--- src/rtl/sumador_serie_64.sv ---
// sumador_serie_64
//   Sequential wide adder front-end. Latches two operands and a carry-in,
//   then streams them one 16-bit word per clock (LS word first) through an
//   external CSA16bits adder, chaining the carry through a register and
//   collecting each partial sum into S. A one-cycle done pulse marks the
//   complete result.
//
// Ports
//   clk, rst_n     : clock (rising edge), asynchronous active-low reset
//   start          : request an addition, honoured only when idle
//   A, B, Cin      : operands and carry-in, latched when start is accepted
//   busy           : high while words are being streamed
//   done           : one-cycle pulse when S/Cout hold the full result
//   S, Cout        : registered sum and carry out of the top word
//   add_a, add_b   : current operand words toward CSA16bits.A / .B
//   add_cin        : chained carry toward CSA16bits.Cin
//   add_s, add_cout: CSA16bits.S / .Cout returned for capture
module sumador_serie_64 #(
  parameter int unsigned WORDS = 4
) (
  input  logic                  clk,
  input  logic                  rst_n,
  input  logic                  start,
  input  logic [16*WORDS-1:0]   A,
  input  logic [16*WORDS-1:0]   B,
  input  logic                  Cin,
  output logic                  busy,
  output logic                  done,
  output logic [16*WORDS-1:0]   S,
  output logic                  Cout,
  output logic [15:0]           add_a,
  output logic [15:0]           add_b,
  output logic                  add_cin,
  input  logic [15:0]           add_s,
  input  logic                  add_cout
);

  localparam int unsigned W  = 16 * WORDS;
  localparam int unsigned IW = (WORDS > 1) ? $clog2(WORDS) : 1;

  typedef enum logic {
    ST_IDLE = 1'b0,
    ST_RUN  = 1'b1
  } state_t;

  state_t          r_state;
  state_t          w_next;

  logic [IW-1:0]   r_idx;
  logic [W-1:0]    r_a;
  logic [W-1:0]    r_b;
  logic [W-1:0]    r_s;
  logic            r_carry;
  logic            r_cout;
  logic            r_done;

  logic            w_accept;
  logic            w_last;
  logic [IW+3:0]   w_base;   // bit offset of the current word (idx*16)

  assign w_accept = (r_state == ST_IDLE) && start;
  assign w_last   = (r_state == ST_RUN) && (r_idx == IW'(WORDS - 1));
  assign w_base   = {r_idx, 4'b0000};

  // State register
  always_ff @(posedge clk or negedge rst_n) begin
    if (!rst_n) begin
      r_state <= ST_IDLE;
    end else begin
      r_state <= w_next;
    end
  end

  // Next-state logic
  always_comb begin
    w_next = r_state;
    case (r_state)
      ST_IDLE: if (start)  w_next = ST_RUN;
      ST_RUN:  if (w_last) w_next = ST_IDLE;
      default:             w_next = ST_IDLE;
    endcase
  end

  // Datapath: operand latch, per-word capture and carry chaining
  always_ff @(posedge clk or negedge rst_n) begin
    if (!rst_n) begin
      r_idx   <= '0;
      r_a     <= '0;
      r_b     <= '0;
      r_s     <= '0;
      r_carry <= 1'b0;
      r_cout  <= 1'b0;
      r_done  <= 1'b0;
    end else begin
      r_done <= 1'b0;
      if (w_accept) begin
        r_a     <= A;
        r_b     <= B;
        r_carry <= Cin;
        r_idx   <= '0;
      end else if (r_state == ST_RUN) begin
        r_s[w_base +: 16] <= add_s;
        r_carry           <= add_cout;
        r_idx             <= r_idx + 1'b1;
        if (w_last) begin
          r_cout <= add_cout;
          r_done <= 1'b1;
        end
      end
    end
  end

  // Adder-facing outputs are decoded purely from registers and forced
  // to zero outside RUN so the external adder sees quiet inputs.
  always_comb begin
    add_a   = '0;
    add_b   = '0;
    add_cin = 1'b0;
    if (r_state == ST_RUN) begin
      add_a   = r_a[w_base +: 16];
      add_b   = r_b[w_base +: 16];
      add_cin = r_carry;
    end
  end

  assign busy = (r_state == ST_RUN);
  assign done = r_done;
  assign S    = r_s;
  assign Cout = r_cout;

endmodule

--- config.mk ---
export PLATFORM = sky130hd
export DESIGN_NAME = sumador_serie_64
export DESIGN_NICKNAME = d
export VERILOG_FILES = /design/src/rtl/sumador_serie_64.sv
export SDC_FILE = /design/constraint.sdc
export NUM_CORES = 1
export LEC_CHECK = 0
export CORE_ASPECT_RATIO = 1.5
export CORE_UTILIZATION = 40
export DETAILED_ROUTE_END_ITERATION = 7
export PLACE_DENSITY = 0.8
export SLEW_MARGIN = 30
export SYNTH_ARGS = -nofsm -noshare
export SYNTH_HDL_FRONTEND = slang
export SYNTH_SLANG_ARGS = --single-unit
--- constraint.sdc ---
create_clock -name clk -period 3.6 [get_ports clk]
set_input_delay 0.54 -clock clk [delete_from_list [all_inputs] [get_ports clk]]
set_output_delay 0.54 -clock clk [all_outputs]
set_load 0.005 [all_outputs]
Yosys cells after proc, flatten, opt, wreduce, memory -nomap -nowiden

Index checks and enable logic that the tools add are counted.

Register bits: 198
Input port bits: 149
Output and inout bits: 100
Word-level logic and storage cells: 36

Add/sub/neg operators: 2
Equal/unequal tests: 1
Shifts and indexed selects: 4
Muxes and demuxes: 14
Bitwise operators: 2
Reduce and logical (&&, ||, !) cells: 5

Operators with widths:

| kind                    | number |
|---|---|
| $shiftx 64x7->16        | 2 |
| $bwmux 64               | 1 |
| $shift 16x8->64 const A | 1 |
| $shiftx 16x8->64        | 1 |
| $mux 16                 | 2 |
| $mux 1                  | 8 |
| $neg 6->8               | 1 |
| $mux 2                  | 2 |
| $reduce_and 3->1        | 1 |
| $add 2x1->2 const B     | 1 |
| $eq 2x2->1 const B      | 1 |
| $logic_and 1x1->1       | 2 |
| $not 1->1               | 2 |
| $pmux 1 s2              | 1 |
| $reduce_and 2->1        | 1 |
| $reduce_bool 2->1       | 1 |

Depth between registers and ports, before layout

Gate-level depths: netlist of run 1.

Depth after elaboration: 5
Gate-level depth with buffers: 10

Least setup slack after synthesis of run 1

Ideal clock, no wire load.

Path type: flip-flop to flip-flop
Start point: register r_idx[0]
End point: register r_s[37], in the netlist S[37]
Library setup time: 96 ps
Arrival time: 2241 ps
Data required time: 3504 ps
Path slack: 1264 ps
Cell stages (with the launch flop): 11
Clock period less this slack: 2336 ps
Path through: dfrtp_1 > buf_2 > buf_4 > buf_2 > inv_2 > ha_1 > buf_4 > or3b_1 > buf_2 > buf_6 > o32ai_2

Longest elaborated chain between the ends: 3
Elaborated cells on any way between the ends: 4

Ends and longest elaborated chain:

| element                                             | RTL line | source |
|---|---|---|
| start: declaration                                  | 49       | `logic [IW-1:0] r_idx;` |
| start signal: assignment                            | 104      | `r_idx <= r_idx + 1'b1;` |
| $neg 6->8 (*)                                       | 102      | `r_s[w_base +: 16] <= add_s;` |
| $shiftx 16x8->64 or $shift 16x8->64 (tied branches) | 102      |  |
| $bwmux 64 (*)                                       | 102      |  |
| end signal: indexed assignment                      | 102      |  |
| end: declaration                                    | 52       | `logic [W-1:0] r_s;` |

Every way passes the cells marked *; elsewhere a longest branch is shown, timed or not.
A chain may end at the register's enable or synchronous reset.

Final worst setup path of run 1

Start point: register r_idx[0]
End point: output add_b[4]

Longest elaborated chain between the ends: 2

Ends and longest elaborated chain:

| element          | RTL line | source |
|---|---|---|
| $shiftx 64x7->16 | 121      | `add_b = r_b[w_base +: 16];` |
| $mux 16          | 119      | `if (r_state == ST_RUN) begin` |
| end: declaration | 32       | `output logic [15:0] add_b,` |

No other way between the ends.

==> reports/results.tsv, run 1 <==
stage	metric	value	unit
drt	dr_wl_met2	11740	µm
logic_synthesis	avgSynthCellArea	13.79	µm²
drt	dr.pass1.iters	4	
logic_synthesis	synth_area_leader_cell	dfrtp_1	
sta	drv_slew	0	
sta	fin_crit_sh	0.8861	
sta	max_freq	313.5	MHz
global_route	grt_max_degree	99	
floorplanning	die_h	183.4	µm
logic_synthesis	synth_top_family_by_area	multiplexers	
drt	vias	6241	
clock_tree	h-tree-depth	4	
floorplanning	die_area	22540	µm²
critical_path	cp_slowest_cell	dfrtp_4	
drt	wl_per_cell	19.52	µm
logic_synthesis	synth.distinct_cells	28	
critical_path	reg2reg_slack	890	ps
logic_synthesis	synthesis.area	8773	µm²
clock_tree	cts_tree	built	
critical_path	path_cells	buf_4, mux2i_1, o22ai_1, clkdlybuf4s50_1	
final_layout	drive_gt1_frac	0.06963	
clock_tree	clock-root-buffer	clkbuf_16	
global_route	overflow	0	
logic_synthesis	yosys.area.top_type_share	0.5647	
drt	dr.first_iter.drc_count	361	
global_route	antenna_found_initial	1	
logic_synthesis	synth_mux_area_frac	0.2397	
clock_tree	clockBufferDepth	2	
critical_path	critPathRequiredTime	3060	ps
power	p_per_area	869.5	nW/µm²
logic_synthesis	synth_area_leaders	dfrtp_1, mux2_1, mux2i_1	
floorplanning	row_count	66	
clock_tree	numClockSinks	198	
critical_path	startpoint	r_idx[0]	
logic_synthesis	synth_xor_area_frac	0	
drt	dr_wl_met3	1129	µm
drt	via_per_inst	5.432	
sta	hold_ws	191.4	ps
critical_path	reg2reg_depth	4	
place	routabilityCongestion	0.8359	
sta	relSlewSlack	0.3631	
global_route	grt_pass1_vias	6445	
sta	setup_viol	0	
drt	ant_nets	0	
global_route	grt_usage	0.2083	
power	p_leak	4.986	nW
drt	drc	0	
logic_synthesis	synthSimpleGateAreaFrac	0.04492	
critical_path	crit_fanout	42	
logic_synthesis	ys_seq_area_frac	0.5647	
floorplanning	start_util	0.4055	
logic_synthesis	synthCells	636	
drt	routed.top_layer	met4	
logic_synthesis	syn-num-nets	790	
logic_synthesis	synth_compound_area_frac	0.1030	
logic_synthesis	ys_ff_latch	198	
floorplanning	die_w	122.9	µm
logic_synthesis	synth-adder-area-share	0.007131	
final_layout	area_delta_synth_final	37.85	%
floorplanning	coreArea	21640	µm²
clock_tree	post_cts_buffers	0	
drt	met1_length	8472	µm
global_route	grt_pass1_wl	35050	µm
floorplanning	ios	249	
critical_path	cp-end-kind	output port	
place	portBuffers	248	
sta	finClkSkew	11.90	ps
worst_hold_path	worst_hold_path_type	primary input to asynchronous set/reset pin	
job	cap_violations	0	
logic_synthesis	synth_warnings	0	
critical_path	crit_path_end	add_b[4]	
critical_path	start_kind	register	
critical_path	rr_startpoint	r_idx[0]	
sta	rsz0062_at_grt	no	
power	vdd_drop_max	0.4553	mV
critical_path	worstSetupPathType	register to output port	
drt	drt_wl_total	22430	µm
clock_tree	insertion_delay	440	ps
critical_path	worstPathArrival	2650	ps
clock_tree	cts_made_buffers	17	
final_layout	nets	1018	
critical_path	slowest_delay	900	ps
critical_path	r2r-end	S[34]	
sta	finalCriticalPeriod	3190	ps
sta	finalHoldViolCount	0	
clock_tree	clk_pin_slew	70	ps
power	power	10.52	mW
sta	fin_setup_tns	0	ps
clock_tree	cts-resized-gates	0	
place	dp.final_hpwl	15900	µm
clock_tree	ctsHoldBuffers	0	
sta	tightest_slew	953.4	ps
outcome	outcome	finished, final reports clean	
[stage by stage]
step	setup WS [ps]	instances	area, µm²	util
detailed placement	863.7	1117	11510	0.5318
global placement	889.1	1117	11510	0.5318
CTS	375.0	1148	12090	0.5588
floorplan	1264	636	8773	-
global route	288.4	1149	12090	0.5590
finish	409.9	1149	12090	0.5590
[report_power, final]
group / switching [mW] / internal [mW] / leakage, nW
clock: 0.841 / 1.06 / 0.276
combinational: 1.94 / 2.63 / 2.26
sequential: 0.725 / 3.31 / 2.45
[per-layer routing]
metal,GRT usage,vias up
met1,0.2385,3122
li1,-,2816
met3,0.03949,55
met5,0,-
met4,0.1293,0
met2,0.3537,248
[critical path, delay by kind of cell (launching register included)]
kind / cells / cell delay, ps
buffers and inverters: 2 / 980
DFF: 1 / 900
AOI/OAI and AO/OA: 1 / 180
muxes: 1 / 130
[final cells by class]
type,count,area [µm²]
well taps,272,340.3
clock buffers,21,460.4
inverters,18,67.56
clock inverters,10,122.6
multi-input cells,365,3473
flip-flops and latches,198,4959
diodes,1,2.502
repair buffers,264,2669
fillers,1842,9542
[cells by family (layout without fill, tap and decap cells)]
| logic type | after synthesis | count (layout) |
|---|---|---|
| flip-flops | 198 | 198 |
| AO/OA/AOI/OAI | 100 | 100 |
| buffers and inverters | 73 | 313 |
| other | 0 | 1 |
| AND/OR/NAND/NOR | 66 | 66 |
| adder cells (fa/ha/maj) | 5 | 5 |
| multiplexers | 194 | 194 |
[flip-flops by register name (all words and copies together) (netlist names)]
register / flops
Cout: 1
S: 64
busy: 1
done: 1
r_a: 64
r_b: 64
r_carry: 1
r_idx: 2
[cells in the final DEF, fill, tap and decap left out, types with 3 or more instances in the layout]
cell	Yosys	layout
a32o_1	34	34
and2_1	18	18
buf_12	0	5
buf_4	13	11
clkbuf_16	0	17
clkbuf_8	0	3
clkdlybuf4s50_1	0	247
clkinv_4	0	3
clkinvlp_4	0	3
dfrtp_1	198	197
ha_1	5	5
inv_1	16	16
mux2_1	129	129
mux2i_1	65	65
nand2_1	21	21
nand2b_1	3	3
nand3_1	5	5
nand4b_1	11	11
o22ai_1	32	32
o2bb2ai_1	16	16
o32ai_1	4	4
o32ai_2	10	10
[how the worst min path moves through the flow]
stage | startpoint | end | slack (ps) | cells past startpoint
floorplan | rst_n | Cout | 240 | 0
global placement | r_b[38] | r_b[38] | 470 | 1
detailed placement | r_a[7] | r_a[7] | 470 | 1
CTS | rst_n | S[43] | 210 | 1
global route | rst_n | S[43] | 250 | 1
finish | rst_n | S[43] | 190 | 1
[cell usage after synthesis, drive strengths merged]
cell / number
nand2: 21
inv: 18
mux2i: 65
and2: 18
and4b: 1
a21o: 1
clkbuf: 18
or3b: 2
o32ai: 14
nand2b: 3
nand3: 5
mux2: 129
a32o: 34
nor2b: 4
dfrtp: 198
o2bb2ai: 16
ha: 5
o22ai: 32
nor4bb: 1
buf: 37
nand4b: 11
o31ai: 1
o21ai: 2
Power figures use the tool's default switching activity.
==> inputs of run 2 (changes only) <==
ABC_AREA = 1   (was default)
PLACE_DENSITY = 0.79   (was 0.8)
==> run 2 against run 1 <==
  * First-iteration DRC count increased by 93%
  * Sequential power is 12% lower
  * Global-route usage increased by 4.6 points
  * Design area grew 1.1%
==> reports/results.tsv, run 2 <==
stage	metric	value	unit	change
critical_path	rr_startpoint	r_idx[0]		
sta	finClkSkew	8.702	ps	-3.199 ps
sta	tightest_slew	659.5	ps	-293.9 ps
global_route	met2_usage	0.4577		+0.1040
place	place_area	11620	µm²	+1.0%
power	internal_power	6.297	mW	-10%
global_route	grt_pass1_vias	8293		+29%
job	cap_violations	0		unchanged
critical_path	path_cells	buf_4, buf_16, nand2_1, nand3_1, a21oi_1, clkdlybuf4s50_1		
clock_tree	cts-resized-gates	0		unchanged
drt	drt_wl_total	28660	µm	+28%
place	routabilityCongestion	0.9784		+17%
final_layout	final_area	12230	µm²	+1.1%
logic_synthesis	avgSynthCellArea	7.990	µm²	-42%
critical_path	cp-end-kind	output port		
clock_tree	clk_pin_slew	70	ps	about the same
sta	fin_setup_tns	0	ps	unchanged
critical_path	worstSetupPathType	register to output port		
logic_synthesis	ys_ff_latch	198		unchanged
power	p_clk_frac	0.183		+0.002
sta	max_freq	333.5	MHz	+6.4%
critical_path	path_buf_inv	3		+1
place	place_inst	1599		+43%
power	p_per_area	852.9	nW/µm²	-1.9%
logic_synthesis	synth.distinct_cells	24		-14%
global_route	grt_busiest_layer	met2		
logic_synthesis	synth_most_common_cell	nand2_1		
sta	finalHoldViolCount	0		unchanged
logic_synthesis	synth_area_leaders	dfrtp_1, nand2_1, o21ai_0		
global_route	overflow	0		unchanged
drt	ant_nets	0		unchanged
drt	dr.pass1.iters	8		+4
critical_path	startpoint	r_idx[0]		
global_route	grt_usage	0.2539		+0.04560
final_layout	drive_gt1_frac	0.04204		-0.02760
critical_path	critPathTopFamily	buffers and inverters		
critical_path	cp_slowest_cell	clkdlybuf4s50_1		
critical_path	slowest_delay	540	ps	-360 ps
global_route	grt_max_degree	135		+36%
final_layout	mostFrequentLayoutCell	nand2_1		
drt	vias	8298		+33%
clock_tree	h-tree-depth	4		unchanged
clock_tree	insertion_delay	440	ps	about the same
clock_tree	cts_tree	built		
place	dp.final_hpwl	20720	µm	+30%
logic_synthesis	synth_area_leader_cell	dfrtp_1		
global_route	grt_pass1_wl	44420	µm	+27%
power	comb_power_share	0.475		+0.040
critical_path	critPathRequiredTime	3060	ps	about the same
logic_synthesis	synthesis.area	9036	µm²	+3.0%
clock_tree	clock-root-buffer	clkbuf_16		
clock_tree	cts_made_buffers	17		unchanged
final_layout	nets	1497		+47%
final_layout	area_delta_synth_final	35.36	%	
drt	wl_per_cell	17.55	µm	-10%
power	p_leak	5.765	nW	+16%
final_layout	fin_cells	1633		+42%
clock_tree	post_cts_buffers	0		unchanged
sta	rsz0062_at_grt	no		
critical_path	crit_fanout	63		+50%
sta	finalCriticalPeriod	2998	ps	-191.8 ps
sta	setup_viol	0		unchanged
logic_synthesis	synth_commonest_cells	nand2_1, dfrtp_1, o21ai_0, inv_1, nand3_1		
critical_path	worstPathArrival	2460	ps	-190 ps
power	vdd_drop_max	0.4766	mV	+4.7%
clock_tree	ctsHoldBuffers	0		unchanged
floorplanning	row_count	67		+1.5%
logic_synthesis	yosys.area.top_type_share	0.5483		-0.01642
logic_synthesis	synth-main-ff-cell	dfrtp_1		
drt	drc	0		unchanged
power	power_switching	4.136	mW	+18%
worst_hold_path	worst_hold_path_type	primary input to asynchronous set/reset pin		
drt	via_per_inst	5.081		-6.4%
logic_synthesis	synth_warnings	0		unchanged
final_layout	fillCellCount	2016		+9.4%
floorplanning	die_h	186.1	µm	+1.5%
outcome	outcome	finished, final reports clean		
power	switching_share	0.3964		+0.06289
floorplanning	die_area	23210	µm²	+3.0%
place	dp_slack	992.6	ps	+128.9 ps
power	power	10.43	mW	-0.78%
clock_tree	clockBufferDepth	2		unchanged
logic_synthesis	synthCells	1131		+78%
logic_synthesis	synth_edf_count	0		unchanged
logic_synthesis	ys_seq_area_frac	0.5483		-0.01642
logic_synthesis	syn-num-nets	1285		+63%
place	portBuffers	248		unchanged
logic_synthesis	async_flop_share	1.000		unchanged
sta	drv_slew	0		unchanged
floorplanning	die_w	124.7	µm	+1.5%
global_route	antenna_found_initial	2		+1
global_route	globalRouteMet3Util	0.06151		+0.02202
floorplanning	ios	249		unchanged
sta	setup_ws	601.7	ps	+191.8 ps
critical_path	start_kind	register		
sta	relSlewSlack	0.5593		+0.1962
floorplanning	start_util	0.4068		+0.001253
sta	fin_crit_sh	0.8329		-0.05327
power	seqPwrFrac	0.342		-0.042
clock_tree	numClockSinks	198		unchanged
final_layout	most-common-layout-cells	nand2_1, clkdlybuf4s50_1, dfrtp_1, o21ai_0, inv_1		
drt	dr.first_iter.drc_count	696		+93%
global_route	grt_util_met1	0.2672		+0.02873
floorplanning	coreArea	22220	µm²	+2.7%
## run 2: final cells by class
cell class / instances / area [µm²] / share of cell area
well taps: 276 / 345.3 / 0.02823
clock inverters: 13 / 137.6 / 0.01125
repair buffers: 259 / 2626 / 0.2147
clock buffers: 19 / 442.9 / 0.03621
inverters: 149 / 559.3 / 0.04572
multi-input cells: 718 / 3162 / 0.2585
diodes: 1 / 2.502 / 0.0002046
flip-flops and latches: 198 / 4956 / 0.4052
## run 2: path summary, 6_finish.rpt
check                                 end  slack, ps  cells past startpoint
worst max-delay path            add_a[14]        600                      6
worst min-delay path                S[18]        110                      1
worst max register to register       S[6]       1100                      6
worst min register to register      S[35]        480                      2
max in group asynchronous           S[29]       2570                      2
min in group clk                    S[35]        480                      2
## run 2: power groups by stage
stage	clock, mW	combinational [mW]	sequential [mW]
after floorplan	0	2.66	3.53
after global placement	0	4.83	3.57
after detailed placement	0	4.91	3.60
after CTS	1.93	4.95	3.56
after global routing	2.03	5.44	3.67
final	1.91	4.96	3.57
## run 2: logic make-up (layout without fill, tap and decap cells)
logic type      after synthesis  in the layout  synth area share
flops                       198            198            0.5483
simple gates                517            517            0.2341
buf+inv                     215            440            0.1018
compound gates              196            196            0.1088
fa+ha+maj                     5              5          0.006923
other cells                   0              1                 0
## run 2: metal layers
layer | wire length (µm) | share of wire | vias to the layer above
met4 | 1627 | 0.057 | 2
met3 | 2081 | 0.073 | 72
met1 | 10110 | 0.35 | 3912
li1 | - | - | 3914
met5 | 17 | 0.00059 | -
met2 | 14820 | 0.52 | 398
## run 2: stage by stage
stage | utilization | hold WS, ps
6_report | 0.5506 | 110.5
5_1_grt | 0.5506 | 136.8
4_1_cts | 0.5493 | 116.8
3_5_place_dp | 0.5231 | 467.7
3_3_place_gp | 0.5231 | 463.5
2_1_floorplan | - | 244.4
